## src/rtl/uart_tx_pkg.sv

```systemverilog
// uart_tx_pkg: shared state encoding, line levels and bit-timing helper for the UART transmitter
package uart_tx_pkg;
  typedef enum logic [2:0] {
    IDLE = 3'b000,
    STRT = 3'b001,
    DATA = 3'b011,
    PAR  = 3'b010,
    STP  = 3'b110
  } state_t;
  localparam logic START_BIT = 1'b0;
  localparam logic STOP_BIT = 1'b1;
  // a prescale of 0 behaves as 1, so the terminal count saturates at 0
  function automatic logic [5:0] bit_term(input logic [5:0] ps);
    return ps == 6'd0 ? 6'd0 : ps - 6'd1;
  endfunction
endpackage

```

## src/rtl/uart_tx_fsm_if.sv

```systemverilog
// uart_tx_fsm_if: parallel request side and serial line of the UART transmitter
interface uart_tx_fsm_if #(parameter int DATA_WIDTH = 8);
  logic [DATA_WIDTH-1:0] P_DATA;
  logic DATA_VALID;
  logic PAR_EN;
  logic PAR_TYP;
  logic [5:0] prescale;
  logic TX_OUT;
  logic BUSY;
  modport master(output P_DATA, DATA_VALID, PAR_EN, PAR_TYP, prescale, input TX_OUT, BUSY);
  modport slave(input P_DATA, DATA_VALID, PAR_EN, PAR_TYP, prescale, output TX_OUT, BUSY);
endinterface

```

## src/rtl/uart_tx_bit_timer.sv

```systemverilog
// uart_tx_bit_timer: counts CLK cycles within one serial bit and pulses bit_done on the last one
module uart_tx_bit_timer
  import uart_tx_pkg::*;
(
  input  logic       CLK,
  input  logic       RST,
  input  logic       clear,
  input  logic       enable,
  input  logic [5:0] prescale,
  output logic       bit_done
);
  logic [5:0] edge_cnt;
  assign bit_done = enable && edge_cnt == bit_term(prescale);
  always_ff @(posedge CLK or negedge RST)
    if (!RST) edge_cnt <= '0;
    else edge_cnt <= (clear || !enable || bit_done) ? 6'd0 : edge_cnt + 6'd1;
endmodule

```

## src/rtl/uart_tx_fsm.sv

```systemverilog
// uart_tx_fsm: frames a parallel word as start, LSB-first data, optional parity and stop bits
module uart_tx_fsm
  import uart_tx_pkg::*;
#(
  parameter int DATA_WIDTH = 8
) (
  input logic CLK,
  input logic RST,
  uart_tx_fsm_if.slave bus
);
  localparam int BW = DATA_WIDTH > 1 ? $clog2(DATA_WIDTH) : 1;
  state_t state;
  logic [DATA_WIDTH-1:0] data_q;
  logic [BW-1:0] bit_cnt;
  logic [5:0] ps_q;
  logic par_en_q;
  logic par_q;
  logic bit_done;
  logic accept;
  // a request is taken when idle or exactly as the stop bit ends, giving gapless back-to-back frames
  assign accept = bus.DATA_VALID && (state == IDLE || (state == STP && bit_done));
  uart_tx_bit_timer timer (
    .CLK(CLK),
    .RST(RST),
    .clear(accept),
    .enable(state != IDLE),
    .prescale(ps_q),
    .bit_done(bit_done)
  );
  always_ff @(posedge CLK or negedge RST)
    if (!RST) begin
      state <= IDLE;
      bus.TX_OUT <= STOP_BIT;
      bus.BUSY <= 1'b0;
      data_q <= '0;
      bit_cnt <= '0;
      ps_q <= '0;
      par_en_q <= 1'b0;
      par_q <= 1'b0;
    end else if (accept) begin
      state <= STRT;
      bus.TX_OUT <= START_BIT;
      bus.BUSY <= 1'b1;
      data_q <= bus.P_DATA;
      bit_cnt <= '0;
      ps_q <= bus.prescale;
      par_en_q <= bus.PAR_EN;
      par_q <= ^bus.P_DATA ^ bus.PAR_TYP;
    end else case (state)
      STRT: if (bit_done) begin
        state <= DATA;
        bus.TX_OUT <= data_q[0];
        data_q <= data_q >> 1;
      end
      // data_q shifts right so the next bit to send is always at index 0
      DATA: if (bit_done) begin
        if (bit_cnt == BW'(DATA_WIDTH - 1)) begin
          state <= par_en_q ? PAR : STP;
          bus.TX_OUT <= par_en_q ? par_q : STOP_BIT;
          bit_cnt <= '0;
        end else begin
          bit_cnt <= bit_cnt + 1'b1;
          bus.TX_OUT <= data_q[0];
          data_q <= data_q >> 1;
        end
      end
      PAR: if (bit_done) begin
        state <= STP;
        bus.TX_OUT <= STOP_BIT;
      end
      STP: if (bit_done) begin
        state <= IDLE;
        bus.TX_OUT <= STOP_BIT;
        bus.BUSY <= 1'b0;
      end
      default: begin
        state <= IDLE;
        bus.TX_OUT <= STOP_BIT;
        bus.BUSY <= 1'b0;
      end
    endcase
endmodule

```

## src/flat_wrapper.sv

```systemverilog
// flat-port wrapper written by rule: the top's interface ports become plain ports
module uart_tx_fsm_flat import uart_tx_pkg::*;
#(
  parameter int DATA_WIDTH = 8
)
  (CLK, RST, bus_P_DATA, bus_DATA_VALID, bus_PAR_EN, bus_PAR_TYP, bus_prescale, bus_TX_OUT, bus_BUSY);
  uart_tx_fsm_if #(.DATA_WIDTH(DATA_WIDTH)) bus_i ();
  input logic CLK;
  input logic RST;
  input wire logic [$bits(bus_i.P_DATA)-1:0] bus_P_DATA;
  input wire logic [$bits(bus_i.DATA_VALID)-1:0] bus_DATA_VALID;
  input wire logic [$bits(bus_i.PAR_EN)-1:0] bus_PAR_EN;
  input wire logic [$bits(bus_i.PAR_TYP)-1:0] bus_PAR_TYP;
  input wire logic [$bits(bus_i.prescale)-1:0] bus_prescale;
  output wire logic [$bits(bus_i.TX_OUT)-1:0] bus_TX_OUT;
  output wire logic [$bits(bus_i.BUSY)-1:0] bus_BUSY;
  assign bus_i.P_DATA = bus_P_DATA;
  assign bus_i.DATA_VALID = bus_DATA_VALID;
  assign bus_i.PAR_EN = bus_PAR_EN;
  assign bus_i.PAR_TYP = bus_PAR_TYP;
  assign bus_i.prescale = bus_prescale;
  assign bus_TX_OUT = bus_i.TX_OUT;
  assign bus_BUSY = bus_i.BUSY;
  uart_tx_fsm #(.DATA_WIDTH(DATA_WIDTH)) u_core (.CLK(CLK), .RST(RST), .bus(bus_i));
endmodule
```

## config.mk

```make
export PLATFORM = sky130hd
export DESIGN_NAME = uart_tx_fsm_flat
export DESIGN_NICKNAME = d
export VERILOG_FILES = /design/src/rtl/uart_tx_pkg.sv /design/src/rtl/uart_tx_fsm_if.sv /design/src/rtl/uart_tx_bit_timer.sv /design/src/rtl/uart_tx_fsm.sv /design/src/flat_wrapper.sv
export SDC_FILE = /design/constraint.sdc
export NUM_CORES = 1
export LEC_CHECK = 0
export CAP_MARGIN = 15
export CORE_AREA = 5 5 75 77
export CTS_CLUSTER_DIAMETER = 100
export CTS_CLUSTER_SIZE = 16
export DETAILED_ROUTE_END_ITERATION = 10
export DIE_AREA = 0 0 80 82
export GPL_TIMING_DRIVEN = 0
export SLEW_MARGIN = 20
export SYNTH_ARGS = -nofsm -noshare
export SYNTH_HDL_FRONTEND = slang
export SYNTH_SLANG_ARGS = --single-unit
```

## constraint.sdc

```tcl
create_clock -name CLK -period 2.4 [get_ports CLK]
set_input_delay 0.72 -clock CLK [delete_from_list [all_inputs] [get_ports CLK]]
set_output_delay 0.72 -clock CLK [all_outputs]
set_load 0.05 [all_outputs]
```

# --- After elaboration in Yosys (flattened, before gate mapping) ---
# Index checks and enable logic that the tools add are counted.
totals:
  reg_bits: 30
  in_bits: 19
  output_inout_bits: 2
  elab_cells: 77
op_classes:
  addsub: 3
  eq_ne: 14
  mux: 29
  bitwise: 1
  n_reduce_logical: 21
op_table:
  columns: ["op", "count"]
  rows:
  - ["two-way mux 3 bit", 11]
  - ["two-way mux 8 bit", 4]
  - ["case mux 8 bit (2 select lines)", 1]
  - ["inequality test 3 x 2 -> 1 bit, second input constant", 5]
  - ["two-way mux 6 bit", 2]
  - ["case mux 3 bit (4 select lines)", 1]
  - ["two-way mux 1 bit", 8]
  - ["parity 8 bit", 1]
  - ["adder 6 x 1 -> 6 bit, second input constant", 1]
  - ["== test 3 x 2 -> 1 bit, second input constant", 2]
  - ["== test 3 bit, second input constant", 2]
  - ["== test 6 bit", 1]
  - ["zero test 6 bit", 1]
  - ["nonzero test 3 bit", 2]
  - ["subtractor 6 x 1 -> 6 bit, second input constant", 1]
  - ["AND reduction 5 bit", 1]
  - ["AND reduction 2 bit", 2]
  - ["AND reduction 4 bit", 1]
  - ["nonzero test 2 bit", 2]
  - ["adder 3 x 1 -> 3 bit, second input constant", 1]
  - ["== test 3 x 1 -> 1 bit, second input constant", 1]
  - ["logical AND 1 bit", 3]
  - ["zero test 3 bit", 1]
  - ["logical OR 1 bit", 3]
  - ["10 further kinds", 10]

# --- Logic depth before layout (Yosys ltp) ---
# Gate-level depths: netlist of run 1.
logic_depth:
  ltp_word: 10
  depth_mapped: 9
  ltp_nobuf: 8

# --- Hierarchy ---
# Synthesis of run 1 repeated with hierarchy kept, for this count alone.
unflattened:
  cells_unflattened: 176
  area_unflattened_um2: 1799.2
modules_own_cells:
  columns: ["mod", "instances", "cells_per_inst", "area_per_inst_um2", "seq_area_each_um2"]
  rows:
  - ["uart_tx_fsm", 1, 117, 1276.2, 601.8]
  - ["uart_tx_bit_timer", 1, 59, 523.0, 150.1]

# --- Least setup slack after synthesis of run 1 ---
# No wires, ideal clock.
synth_path:
  kind: "register to register"
  start: "register u_core.ps_q[0]"
  end: "register u_core.bus.BUSY"
  setup_time_ns: 0.139
  arrival_time_ns: 2.503
  t_required_ns: 2.261
  slack_ns: -0.242
  path_stages_with_launch: 10
  synth_period_minus_slack_ns: 2.642
  path_cell_list: "dfrtp_1 inv_1 ha_1 nor2b_1 a221o_1 a221o_1 or3_1 buf_6 and3_1 or4_1"
synth_via:
  elab_chain_cells: 9
  word_cells_on_any_way: 12
  classes_between: "1 x add/sub; 3 x eq/ne; 2 x mux; 6 x reduce/logical"
synth_lines:
  columns: ["item", "line_no", "rtl"]
  rows:
  - ["from (decl)", "uart_tx_fsm.sv:15", "logic [5:0] ps_q;"]
  - ["from (signal assigned)", "uart_tx_fsm.sv:46", "ps_q <= bus.prescale;"]
  - ["subtractor 6 x 1 -> 6 bit or zero test 6 bit (tied branches)", "uart_tx_pkg.sv:14", "return ps == 6'd0 ? 6'd0 : ps - 6'd1;"]
  - ["two-way mux 6 bit *", "uart_tx_pkg.sv:14", null]
  - ["== test 6 bit *", "uart_tx_bit_timer.sv:13", "assign bit_done = enable && edge_cnt == bit_term(prescale);"]
  - ["logical AND 1 bit *", "uart_tx_bit_timer.sv:13", null]
  - ["logical AND 1 bit", "uart_tx_fsm.sv:21", "assign accept = bus.DATA_VALID && (state == IDLE || (state == STP && bit_done));"]
  - ["logical OR 1 bit", "uart_tx_fsm.sv:21", null]
  - ["logical AND 1 bit", "uart_tx_fsm.sv:21", null]
  - ["inequality test 3 x 2 -> 1 bit (no line) or inequality test 2 x 1 -> 1 bit (tied branches)", null, null]
  - ["AND reduction 2 bit (no line)", null, null]
  - ["to (signal assigned)", "uart_tx_fsm.sv:34", "bus.BUSY <= 1'b0;"]
  - ["to (signal assigned)", "uart_tx_fsm.sv:43", "bus.BUSY <= 1'b1;"]
  - ["to (signal assigned)", "uart_tx_fsm.sv:74", "bus.BUSY <= 1'b0;"]
  - ["to (decl)", "uart_tx_fsm_if.sv:11", "modport slave(input P_DATA, DATA_VALID, PAR_EN, PAR_TYP, prescale, output TX_OUT, BUSY);"]
# Mark *: on every way between the ends. The rest lies on a longest branch, timed or not.
# A chain may end at the register's enable or synchronous reset.

# --- Worst setup path after layout of run 1 ---
# Ends and elaborated chain as after synthesis.

==> impl_metrics.py, run 1 <==
metrics = {
    "route": {
        "wl_met3_um": 153,
        "first_iter_violations": 62,
        "detail_route.first_pass.iterations": 5,
        "drt-total-wl_um": 4488,
        "drt-wirelength-per-cell_um": 14.67,
        "top_layer": "met4",
        "wl_met1_um": 2028,
        "wl_met2_um": 2224,
        "viasPerCell": 5.147,
        "ant_nets": 0,
        "vias": 1575,
        "route.detailed.drc": 0,
    },
    "finish": {
        "final_cell_mix": "dfrtp_1, clkdlybuf4s50_1, nor2_1",
        "layout_commonest_cell": "dfrtp_1",
        "fillers": 463,
        "register_area_sq_um": 754.5,
        "multiInputGateArea_sq_mm": 0.001126,
        "n_antenna_cell": 0,
        "fin_util_pct": 52.56,
        "drive_gt1_share_pct": 34.32,
        "nets": 258,
        "syn2layout_area_growth_pct": 44.64,
    },
    "placed_design": {
        "io_buffer_count": 20,
        "place_congestion": 0.7944,
        "dp_hpwl_um": 2721,
        "dp_slack_ns": -0.6146,
    },
    "timing": {
        "finalHoldViolations": 0,
        "finalSetupViolations": 23,
        "fmax_mhz": 368.2,
        "tightest_slew_ns": 0.8193,
        "fin_skew_ns": 0.009934,
        "fin_ws_ns": -0.3156,
        "timing.final.crit_period_ns": 2.716,
        "holdWs_ns": 0.4645,
        "grt_setup_unrepaired": "true",
        "maxSlewViolCount": 0,
        "tns_ns": -4.334,
        "slew_headroom_pct": 45.38,
        "finalCritPeriodShare_pct": 113.1,
    },
    "pwr": {
        "p_leak_nw": 1.097,
        "vdd.ir_drop.worst_mv": 0.4560,
        "p_per_area_mw_per_mm2": 1281,
    },
    "grt": {
        "first_global_vias": 1600,
        "grt_max_degree": 31,
        "grt-ovfl-total": 0,
        "track_usage_pct": 14.71,
        "grt_antenna_before_repair": 0,
        "grt_pass1_wl_um": 7472,
    },
    "clock_network": {
        "clk_path_buf_depth": 2,
        "cts_tree": "yes",
        "cts_root_buf": "clkbuf_8",
        "cts_made_buffers": 5,
        "clkLatencyLatePin_ns": 0.29,
        "htree_levels": 2,
        "clk_pin_slew_ns": 0.07,
        "cts.sinks": 30,
    },
    "critical_path": {
        "cp-start-kind": "flip-flop",
        "worst_setup_path_end_kind": "flip-flop",
        "crit_top_cell": "buf_6",
        "crit_type": "flip-flop to flip-flop",
        "cp_num_buf_inv": 2,
        "cp_max_fo": 6,
        "arrival_ns": 2.88,
        "crit_family": "simple AND/OR/NAND/NOR gates",
        "crit_required_ns": 2.56,
        "critPathSlowestCell": "or4_4",
        "path_cells": "buf_6 -> or3_4 -> a311oi_2 -> nand4_1 -> or3_1 -> buf_6 -> and3_4 -> or4_4",
        "slowest_delay_ns": 0.47,
    },
    "floorplan": {
        "rows": 26,
        "num_io_pins": 21,
        "die_w_um": 80,
        "coreArea_sq_mm": 0.004945,
        "start_util_pct": 36.34,
        "die_area_sq_mm": 0.006560,
        "die_h_um": 82,
    },
    "yosys": {
        "avgSynthCellArea_sq_um": 9.818,
        "synthesis.instances": 183,
        "synth_area_sq_mm": 0.001797,
        "ys_seq_area_share_pct": 41.85,
        "synth_edf_count": 0,
        "ys_seq_elements": 30,
        "synth-async-reset-ratio_pct": 100.0,
        "synth_cell_types": 49,
        "syn_nets": 206,
        "synth-main-ff-cell": "dfrtp_1",
        "yosysWarnings": 0,
    },
    "outcome": {
        "status": "complete, but fails checks",
        "violations": "setup timing",
    },
    "flow_run": {
        "cap_viol_max_count": 0,
    },
    "worst_hold_path": {
        "worst_hold_path_type": "primary input to asynchronous set/reset pin",
    },
}
-- cell usage after synthesis, types with 5 or more instances --
library cell | instances | share of area [%]
a21oi_1 | 9 | 2.5
nor2_1 | 17 | 3.6
inv_1 | 8 | 1.7
nand2_1 | 8 | 1.7
mux2_2 | 9 | 5.6
nor3_1 | 5 | 1.4
xnor2_1 | 10 | 4.9
nand2b_1 | 7 | 2.4
nand3_1 | 9 | 2.5
dfrtp_1 | 29 | 40
-- final timing paths --
path / startpoint / end / slack (ns) / depth (start not counted)
max reg2reg: u_core.ps_q[0]$_DFFE_PN0P_ / u_core.bus.BUSY$_DFFE_PN0P_ / -0.32 / 8
min: RST / u_core.bit_cnt[1]$_DFFE_PN0P_ / 0.46 / 1
max: u_core.ps_q[0]$_DFFE_PN0P_ / u_core.bus.BUSY$_DFFE_PN0P_ / -0.32 / 8
min in group CLK: u_core.par_q$_DFFE_PN0P_ / u_core.par_q$_DFFE_PN0P_ / 0.52 / 1
min reg2reg: u_core.par_q$_DFFE_PN0P_ / u_core.par_q$_DFFE_PN0P_ / 0.52 / 1
max in group asynchronous: RST / u_core.ps_q[0]$_DFFE_PN0P_ / 1.44 / 1
-- through the flow --
step                instances  total power [W]  area (sq um)
floorplan                 183         0.001870          1803
global placement          273         0.002152          2091
detailed placement        273         0.002168          2086
CTS                       302         0.003115          2515
global route              306         0.003575          2599
finish                    306         0.003329          2599
-- where the power goes --
group	total, W	leakage [nW]	switching, W	internal (W)
Sequential	0.000925	0.360	0.000194	0.000731
Clock	0.000517	0.0514	0.000207	0.000310
Combinational	0.00189	0.686	0.000900	0.000987
Total	0.00333	1.10	0.00130	0.00203
-- state kept, by name (all words and copies together), names as in the netlist --
| signal | cells |
|---|---|
| u_core.par_q | 1 |
| u_core.bit_cnt | 3 |
| u_core.state | 3 |
| u_core.bus.BUSY | 1 |
| u_core.bus.TX_OUT | 1 |
| u_core.par_en_q | 1 |
| u_core.data_q | 8 |
| u_core.ps_q | 6 |
| u_core.timer.edge_cnt | 6 |
-- kinds of logic after synthesis --
| family | share of synthesized area, % |
|---|---|
| buffers and inverters | 4.805 |
| AOI/OAI and AO/OA | 16.71 |
| and+or+nand+nor | 20.75 |
| xor gates and xnor gates | 6.337 |
| adders and majority gates | 2.786 |
| muxes | 6.755 |
| DFF | 41.85 |
-- final cells by class --
class / instances / area share, %
Inverter: 8 / 1.156
Tap cell: 70 / 3.370
Timing Repair Buffer: 45 / 16.32
Multi-Input combinational cell: 136 / 43.33
Sequential cell: 30 / 29.03
Buffer: 9 / 2.552
Clock inverter: 2 / 1.444
Clock buffer: 6 / 2.792
-- worst register-to-register path: stages (launching register included) --
cell      delay (ns)
dfrtp_2         0.43
buf_6           0.13
or3_4           0.41
a311oi_2        0.29
nand4_1         0.19
or3_1           0.39
buf_6           0.14
and3_4          0.14
or4_4           0.47
-- per-layer routing --
metal / vias to the layer above / GRT usage (%)
li1: 778 / -
met1: 754 / 18.75
met2: 33 / 24.25
met3: 10 / 3.180
met4: 0 / 5.912
met5: - / 0
-- timing repair --
action | 4_1_cts | 5_1_grt
gates cloned | 1 | 0
pin swaps | 21 | 8
endpoints found under the setup margin | 30 | 30
buffers inserted | 20 | 4
gates resized for setup | 41 | 14
hold buffers | 0 | 0
Note: power is estimated with default switching activity, not from simulation.
==> run 2, diff against run 1 <==
Settings changed: CELL_PAD_IN_SITES_DETAIL_PLACEMENT set to 0, CELL_PAD_IN_SITES_GLOBAL_PLACEMENT set to 1, PLACE_DENSITY_LB_ADDON set to 0.1.
==> impl_metrics.py, run 2 (synthesized netlist as in run 1, its figures left out) <==
metrics = {
    "pwr": {
        "vdd.ir_drop.worst_mv": 0.5335,
        "power_frac_clock_pct": 12.5,
        "intPower_w": 0.001864,
        "power_switching_w": 0.001260,
        "p_comb_share_pct": 57.5,
        "swShare_pct": 40.33,
        "p_leak_nw": 1.068,
        "total_power_w": 0.003124,
        "pwr-share-seq_pct": 30.1,
        "p_per_area_mw_per_mm2": 1226,
    },
    "critical_path": {
        "cp_num_buf_inv": 2,
        "slowest_delay_ns": 0.42,
        "critPathSlowestCell": "dfrtp_2",
        "cp_max_fo": 7,
        "crit_required_ns": 2.55,
        "arrival_ns": 2.76,
        "crit_top_cell": "buf_6",
        "crit_type": "flip-flop to flip-flop",
        "crit_family": "simple AND/OR/NAND/NOR gates",
        "worst_setup_path_end_kind": "flip-flop",
        "path_cells": "buf_6 -> or3_4 -> a311oi_2 -> nand4_1 -> or3_1 -> buf_6 -> and3_1 -> or4_1",
        "cp-start-kind": "flip-flop",
    },
    "placed_design": {
        "dp_hpwl_um": 3078,
        "place_area_sq_mm": 0.002086,
        "io_buffer_count": 20,
        "place_congestion": 0.8337,
    },
    "route": {
        "route.detailed.drc": 0,
        "viasPerCell": 5.291,
        "ant_nets": 0,
        "detail_route.first_pass.iterations": 4,
        "vias": 1582,
        "first_iter_violations": 76,
        "drt-total-wl_um": 4657,
        "drt-wirelength-per-cell_um": 15.58,
    },
    "floorplan": {
        "die_area_sq_mm": 0.006560,
        "rows": 26,
        "num_io_pins": 21,
        "start_util_pct": 36.34,
        "die_w_um": 80,
        "coreArea_sq_mm": 0.004945,
        "die_h_um": 82,
    },
    "clock_network": {
        "clk_path_buf_depth": 2,
        "clk_pin_slew_ns": 0.07,
        "cts_tree": "yes",
        "cts_root_buf": "clkbuf_8",
        "clkLatencyLatePin_ns": 0.28,
        "cts.sinks": 30,
        "cts_made_buffers": 5,
        "htree_levels": 2,
    },
    "grt": {
        "grt_antenna_before_repair": 0,
        "first_global_vias": 1588,
        "track_usage_pct": 15.08,
        "grt_max_degree": 31,
        "grt-ovfl-total": 0,
        "grt_pass1_wl_um": 7590,
    },
    "timing": {
        "maxSlewViolCount": 0,
        "fin_ws_ns": -0.2062,
        "finalSetupViolations": 22,
        "tightest_slew_ns": 0.7306,
        "timing.final.crit_period_ns": 2.606,
        "grt_setup_unrepaired": "true",
        "finalCritPeriodShare_pct": 108.6,
        "holdWs_ns": 0.4862,
        "slew_headroom_pct": 51.29,
        "fmax_mhz": 383.7,
        "fin_skew_ns": 0.006496,
        "finalHoldViolations": 0,
    },
    "finish": {
        "largest_register_ffs": 8,
        "drive_gt1_share_pct": 31.44,
        "nets": 251,
        "final_area_sq_mm": 0.002549,
        "final_cell_mix": "dfrtp_1, clkdlybuf4s50_1, nor2_1",
        "fin_util_pct": 51.54,
        "n_antenna_cell": 0,
        "syn2layout_area_growth_pct": 41.85,
        "layout_commonest_cell": "dfrtp_1",
        "regMostFlops": "u_core.data_q",
        "largestRegisters": "u_core.data_q: 8 flops, u_core.ps_q: 6 flops, u_core.timer.edge_cnt: 6 flops",
    },
    "outcome": {
        "violations": "setup timing",
        "status": "complete, but fails checks",
    },
    "worst_hold_path": {
        "worst_hold_path_type": "primary input to asynchronous set/reset pin",
    },
    "flow_run": {
        "cap_viol_max_count": 0,
    },
}
==> run 2: changes by cell type in the layout (fill, tap and decap cells not counted), moves of 2 or more <==
cell and change:
a21oi_1 -2, buf_4 -3, clkinv_2 +2, o221a_2 -3, a21oi_2 +2, o21ai_2 -2, o221a_4 +3, buf_6 -5
==> run 2: power groups by stage <==
stage | logic [W] | clock network (W) | registers [W]
floorplan | 0.000949 | 0 | 0.000921
global placement | 0.00123 | 0 | 0.000922
detailed placement | 0.00126 | 0 | 0.000938
CTS | 0.00168 | 0.000401 | 0.000933
global route | 0.00196 | 0.000430 | 0.000963
finish | 0.00180 | 0.000389 | 0.000939
==> run 2: stage by stage <==
stage / setup slack, ns / setup TNS [ns] / instances
after global placement: -0.5647 / -9.344 / 273
after CTS: -0.1805 / -2.231 / 296
after floorplan: -0.2043 / -1.765 / 183
after detailed placement: -0.6319 / -11.06 / 273
after global routing: -0.2863 / -5.225 / 299
final: -0.2062 / -3.061 / 299
==> run 2: worst paths after layout <==
check                                            from                          end  slack (ns)  cells past startpoint
min                                               RST  u_core.state[1]$_DFFE_PN0P_        0.49                      1
max                        u_core.ps_q[1]$_DFFE_PN0P_  u_core.bus.BUSY$_DFFE_PN0P_       -0.21                      8
min reg2reg                  u_core.par_q$_DFFE_PN0P_     u_core.par_q$_DFFE_PN0P_        0.52                      1
max reg2reg                u_core.ps_q[1]$_DFFE_PN0P_  u_core.bus.BUSY$_DFFE_PN0P_       -0.21                      8
min in group CLK             u_core.par_q$_DFFE_PN0P_     u_core.par_q$_DFFE_PN0P_        0.52                      1
max in group asynchronous                         RST   u_core.ps_q[0]$_DFFE_PN0P_        1.40                      1
==> run 2: timing repair <==
action / in CTS / in global routing
pin swaps: 17 / 9
hold buffers: 0 / 0
setup buffers: 15 / 4
gates resized for setup: 39 / 15
setup endpoints to repair: 30 / 30
==> run 2: worst register-to-register path, stage by stage, from the launching register on <==
cell      delay [ns]
dfrtp_2         0.42
buf_6           0.13
or3_4           0.42
a311oi_2        0.27
nand4_1         0.16
or3_1           0.40
buf_6           0.15
and3_1          0.15
or4_1           0.39
==> run 2: area by class of cell <==
cell class                      instances  area, sq um
Buffer                                  9        68.82
Clock buffer                            6        72.57
Clock inverter                          2        10.01
Fill cell                             463         2396
Inverter                                8        30.03
Multi-Input combinational cell        136         1160
Sequential cell                        30        754.5
Tap cell                               70        87.58
Timing Repair Buffer                   38        365.4
==> run 2: metal layers <==
| metal | track usage, % | vias up | wire length (um) |
|---|---|---|---|
| li1 | - | 759 | - |
| met2 | 25.50 | 43 | 2395 |
| met1 | 17.92 | 770 | 1921 |
| met4 | 5.912 | 0 | 107 |
| met3 | 4.605 | 10 | 233 |
| met5 | 0 | - | 0 |
==> run 3, diff against run 2 <==
Settings changed: SYNTH_HIERARCHICAL set to 1.
==> impl_metrics.py, run 3 <==
metrics = {
    "timing": {
        "grt_setup_unrepaired": "true",
        "timing.final.crit_period_ns": 2.753,
        "holdWs_ns": 0.4713,
        "maxSlewViolCount": 0,
        "finalHoldViolations": 0,
        "fmax_mhz": 363.3,
        "finalSetupViolations": 28,
        "slew_headroom_pct": 54.69,
        "finalCritPeriodShare_pct": 114.7,
        "fin_ws_ns": -0.3528,
        "tightest_slew_ns": 0.6796,
        "tns_ns": -6.937,
        "fin_skew_ns": 0.006322,
    },
    "finish": {
        "final_area_sq_mm": 0.002623,
        "nets": 254,
        "largest_register_ffs": 8,
        "final_cell_mix": "dfrtp_1, clkdlybuf4s50_1, buf_4",
        "regMostFlops": "u_core/data_q",
        "largestRegisters": "u_core/data_q: 8 flops, u_core/ps_q: 6 flops, u_core/timer/edge_cnt: 6 flops",
        "n_antenna_cell": 0,
        "layout.cells.non_filler": 302,
        "drive_gt1_share_pct": 42.24,
        "syn2layout_area_growth_pct": 45.76,
        "layout_commonest_cell": "dfrtp_1",
    },
    "grt": {
        "grt-ovfl-total": 0,
        "grt_antenna_before_repair": 0,
        "track_usage_pct": 14.76,
        "grt_pass1_wl_um": 7355,
        "first_global_vias": 1595,
        "grt_max_degree": 31,
    },
    "pwr": {
        "vdd.ir_drop.worst_mv": 0.3717,
        "p_per_area_mw_per_mm2": 853.4,
        "p_leak_nw": 1.115,
    },
    "yosys": {
        "synth_edf_count": 0,
        "synth-async-reset-ratio_pct": 100.0,
        "ys_seq_area_share_pct": 41.79,
        "syn_nets": 199,
        "synth_mux_area_share_pct": 8.345,
        "ys_seq_elements": 30,
        "synth_most_common_cell": "dfrtp_1",
        "synth_top_family_by_area": "simple AND/OR/NAND/NOR gates",
        "yosysWarnings": 6,
        "synth_xor_area_share_pct": 7.093,
        "synth.area.top_cells": "dfrtp_1, mux2_1, mux2i_1",
        "synth-simple-area-share_pct": 20.58,
        "avgSynthCellArea_sq_um": 10.22,
        "synthAdderAreaFrac_pct": 2.782,
        "synth-main-ff-cell": "dfrtp_1",
        "synthesis.instances": 176,
        "synth_area_sq_mm": 0.001799,
        "yosysTopAreaCellShare_pct": 40.33,
        "synth_compound_area_share_pct": 14.60,
        "synth_top_area_cell": "dfrtp_1",
        "synth_common_cells": "dfrtp_1, nand2_1, nor3_1",
        "synth_cell_types": 49,
    },
    "clock_network": {
        "cts.sinks": 30,
        "clk_path_buf_depth": 2,
        "clk_pin_slew_ns": 0.06,
        "clkLatencyLatePin_ns": 0.29,
        "cts_tree": "yes",
        "cts_made_buffers": 5,
        "cts_root_buf": "clkbuf_8",
        "cts_hold_buf": 0,
        "htree_levels": 2,
    },
    "placed_design": {
        "place_congestion": 0.7742,
        "dp.cells": 266,
        "dp_hpwl_um": 2859,
        "place_area_sq_mm": 0.002112,
        "io_buffer_count": 20,
    },
    "route": {
        "detail_route.first_pass.iterations": 4,
        "route.detailed.drc": 0,
        "drt-wirelength-per-cell_um": 14.65,
        "viasPerCell": 5.106,
        "drt-total-wl_um": 4423,
        "first_iter_violations": 22,
        "vias": 1542,
        "ant_nets": 0,
    },
    "critical_path": {
        "crit_type": "flip-flop to flip-flop",
        "cp-start-kind": "flip-flop",
        "crit_required_ns": 2.57,
        "critPathSlowestCell": "dfrtp_1",
        "crit_top_cell": "buf_4",
        "path_cells": "buf_4 -> buf_4 -> nor3_1 -> and3_1 -> a211oi_2 -> nor4_4 -> nand3_2 -> a211oi_4 -> buf_6 -> buf_8 -> mux2_4",
        "worst_setup_path_end_kind": "flip-flop",
        "cp_max_fo": 5,
        "cp_num_buf_inv": 4,
        "slowest_delay_ns": 0.40,
        "arrival_ns": 2.92,
        "crit_family": "simple AND/OR/NAND/NOR gates",
    },
    "floorplan": {
        "rows": 26,
        "die_h_um": 82,
        "die_area_sq_mm": 0.006560,
        "die_w_um": 80,
        "num_io_pins": 21,
        "start_util_pct": 36.39,
        "coreArea_sq_mm": 0.004945,
    },
    "worst_hold_path": {
        "worst_hold_path_type": "primary input to asynchronous set/reset pin",
    },
    "flow_run": {
        "cap_viol_max_count": 0,
    },
    "outcome": {
        "status": "complete, but fails checks",
        "violations": "setup timing",
    },
}
run 3: changes by cell type in the layout (fill, tap and decap cells not counted), moves of 4 or more:
| cell | before | now |
|---|---|---|
| nand2_1 | 5 | 10 |
| nor2_1 | 17 | 7 |
| nand2b_1 | 6 | 2 |
| buf_4 | 11 | 19 |
| o21ai_2 | 0 | 6 |
| nor3_1 | 4 | 8 |
| nand3_1 | 9 | 3 |
| xnor2_1 | 10 | 6 |
run 3: cells by family (layout without fill, tap and decap cells):
logic type / count (synthesis) / count (layout)
xor gates and xnor gates: 13 / 13
and+or+nand+nor: 63 / 63
adders and majority gates: 4 / 4
DFF: 30 / 30
buffers and inverters: 15 / 71
AOI/OAI and AO/OA: 37 / 37
muxes: 14 / 14
run 3: cell type report:
class | count | area [sq um]
fillers | 440 | 2322
flip-flops and latches | 30 | 755.7
clock inverters | 1 | 5.005
multi-input cells | 131 | 1135
inverters | 8 | 30.03
clock buffers | 7 | 86.33
well taps | 70 | 87.58
plain buffers | 5 | 50.05
repair buffers | 50 | 473.0
run 3: metal layers:
metal / wire length (um) / GRT usage [%] / vias up
met2: 2409 / 27.07 / 23
met5: 0 / 0 / -
met4: 80 / 6.081 / 0
met3: 130 / 3.947 / 7
li1: - / - / 745
met1: 1802 / 16.04 / 767
run 3: path summary, 6_finish.rpt:
kind                       cells after the start                          from                      endpoint  slack (ns)
max in group asynchronous                      1                           RST    u_core/ps_q[3]$_DFFE_PN0P_        1.45
min reg2reg                                    2  u_core/data_q[1]$_DFFE_PN0P_  u_core/data_q[0]$_DFFE_PN0P_        0.52
min in group CLK                               2  u_core/data_q[1]$_DFFE_PN0P_  u_core/data_q[0]$_DFFE_PN0P_        0.52
max                                           11    u_core/ps_q[1]$_DFFE_PN0P_    u_core/ps_q[0]$_DFFE_PN0P_       -0.35
max reg2reg                                   11    u_core/ps_q[1]$_DFFE_PN0P_    u_core/ps_q[0]$_DFFE_PN0P_       -0.35
min                                            1                           RST  u_core/data_q[7]$_DFFE_PN0P_        0.47
run 3: through the flow:
step | total power [W] | util [%] | worst slack [ns]
after global placement | 0.001598 | 42.81 | -0.6651
after floorplan | 0.001422 | - | -0.2759
final | 0.002238 | 53.04 | -0.3528
after detailed placement | 0.001635 | 42.71 | -0.6788
after CTS | 0.002188 | 50.40 | -0.3683
after global routing | 0.002393 | 53.04 | -0.4493
run 3: what timing repair did:
action | CTS | global route
pin swaps | 10 | 13
resized for setup | 30 | 26
buffers inserted | 24 | 7
endpoints found under the setup margin | 30 | 30
run 3: power by group:
group          switching, W  internal (W)  total [W]
clock network      0.000190      0.000231   0.000421
registers          0.000189      0.000699   0.000888
logic              0.000438      0.000491   0.000929
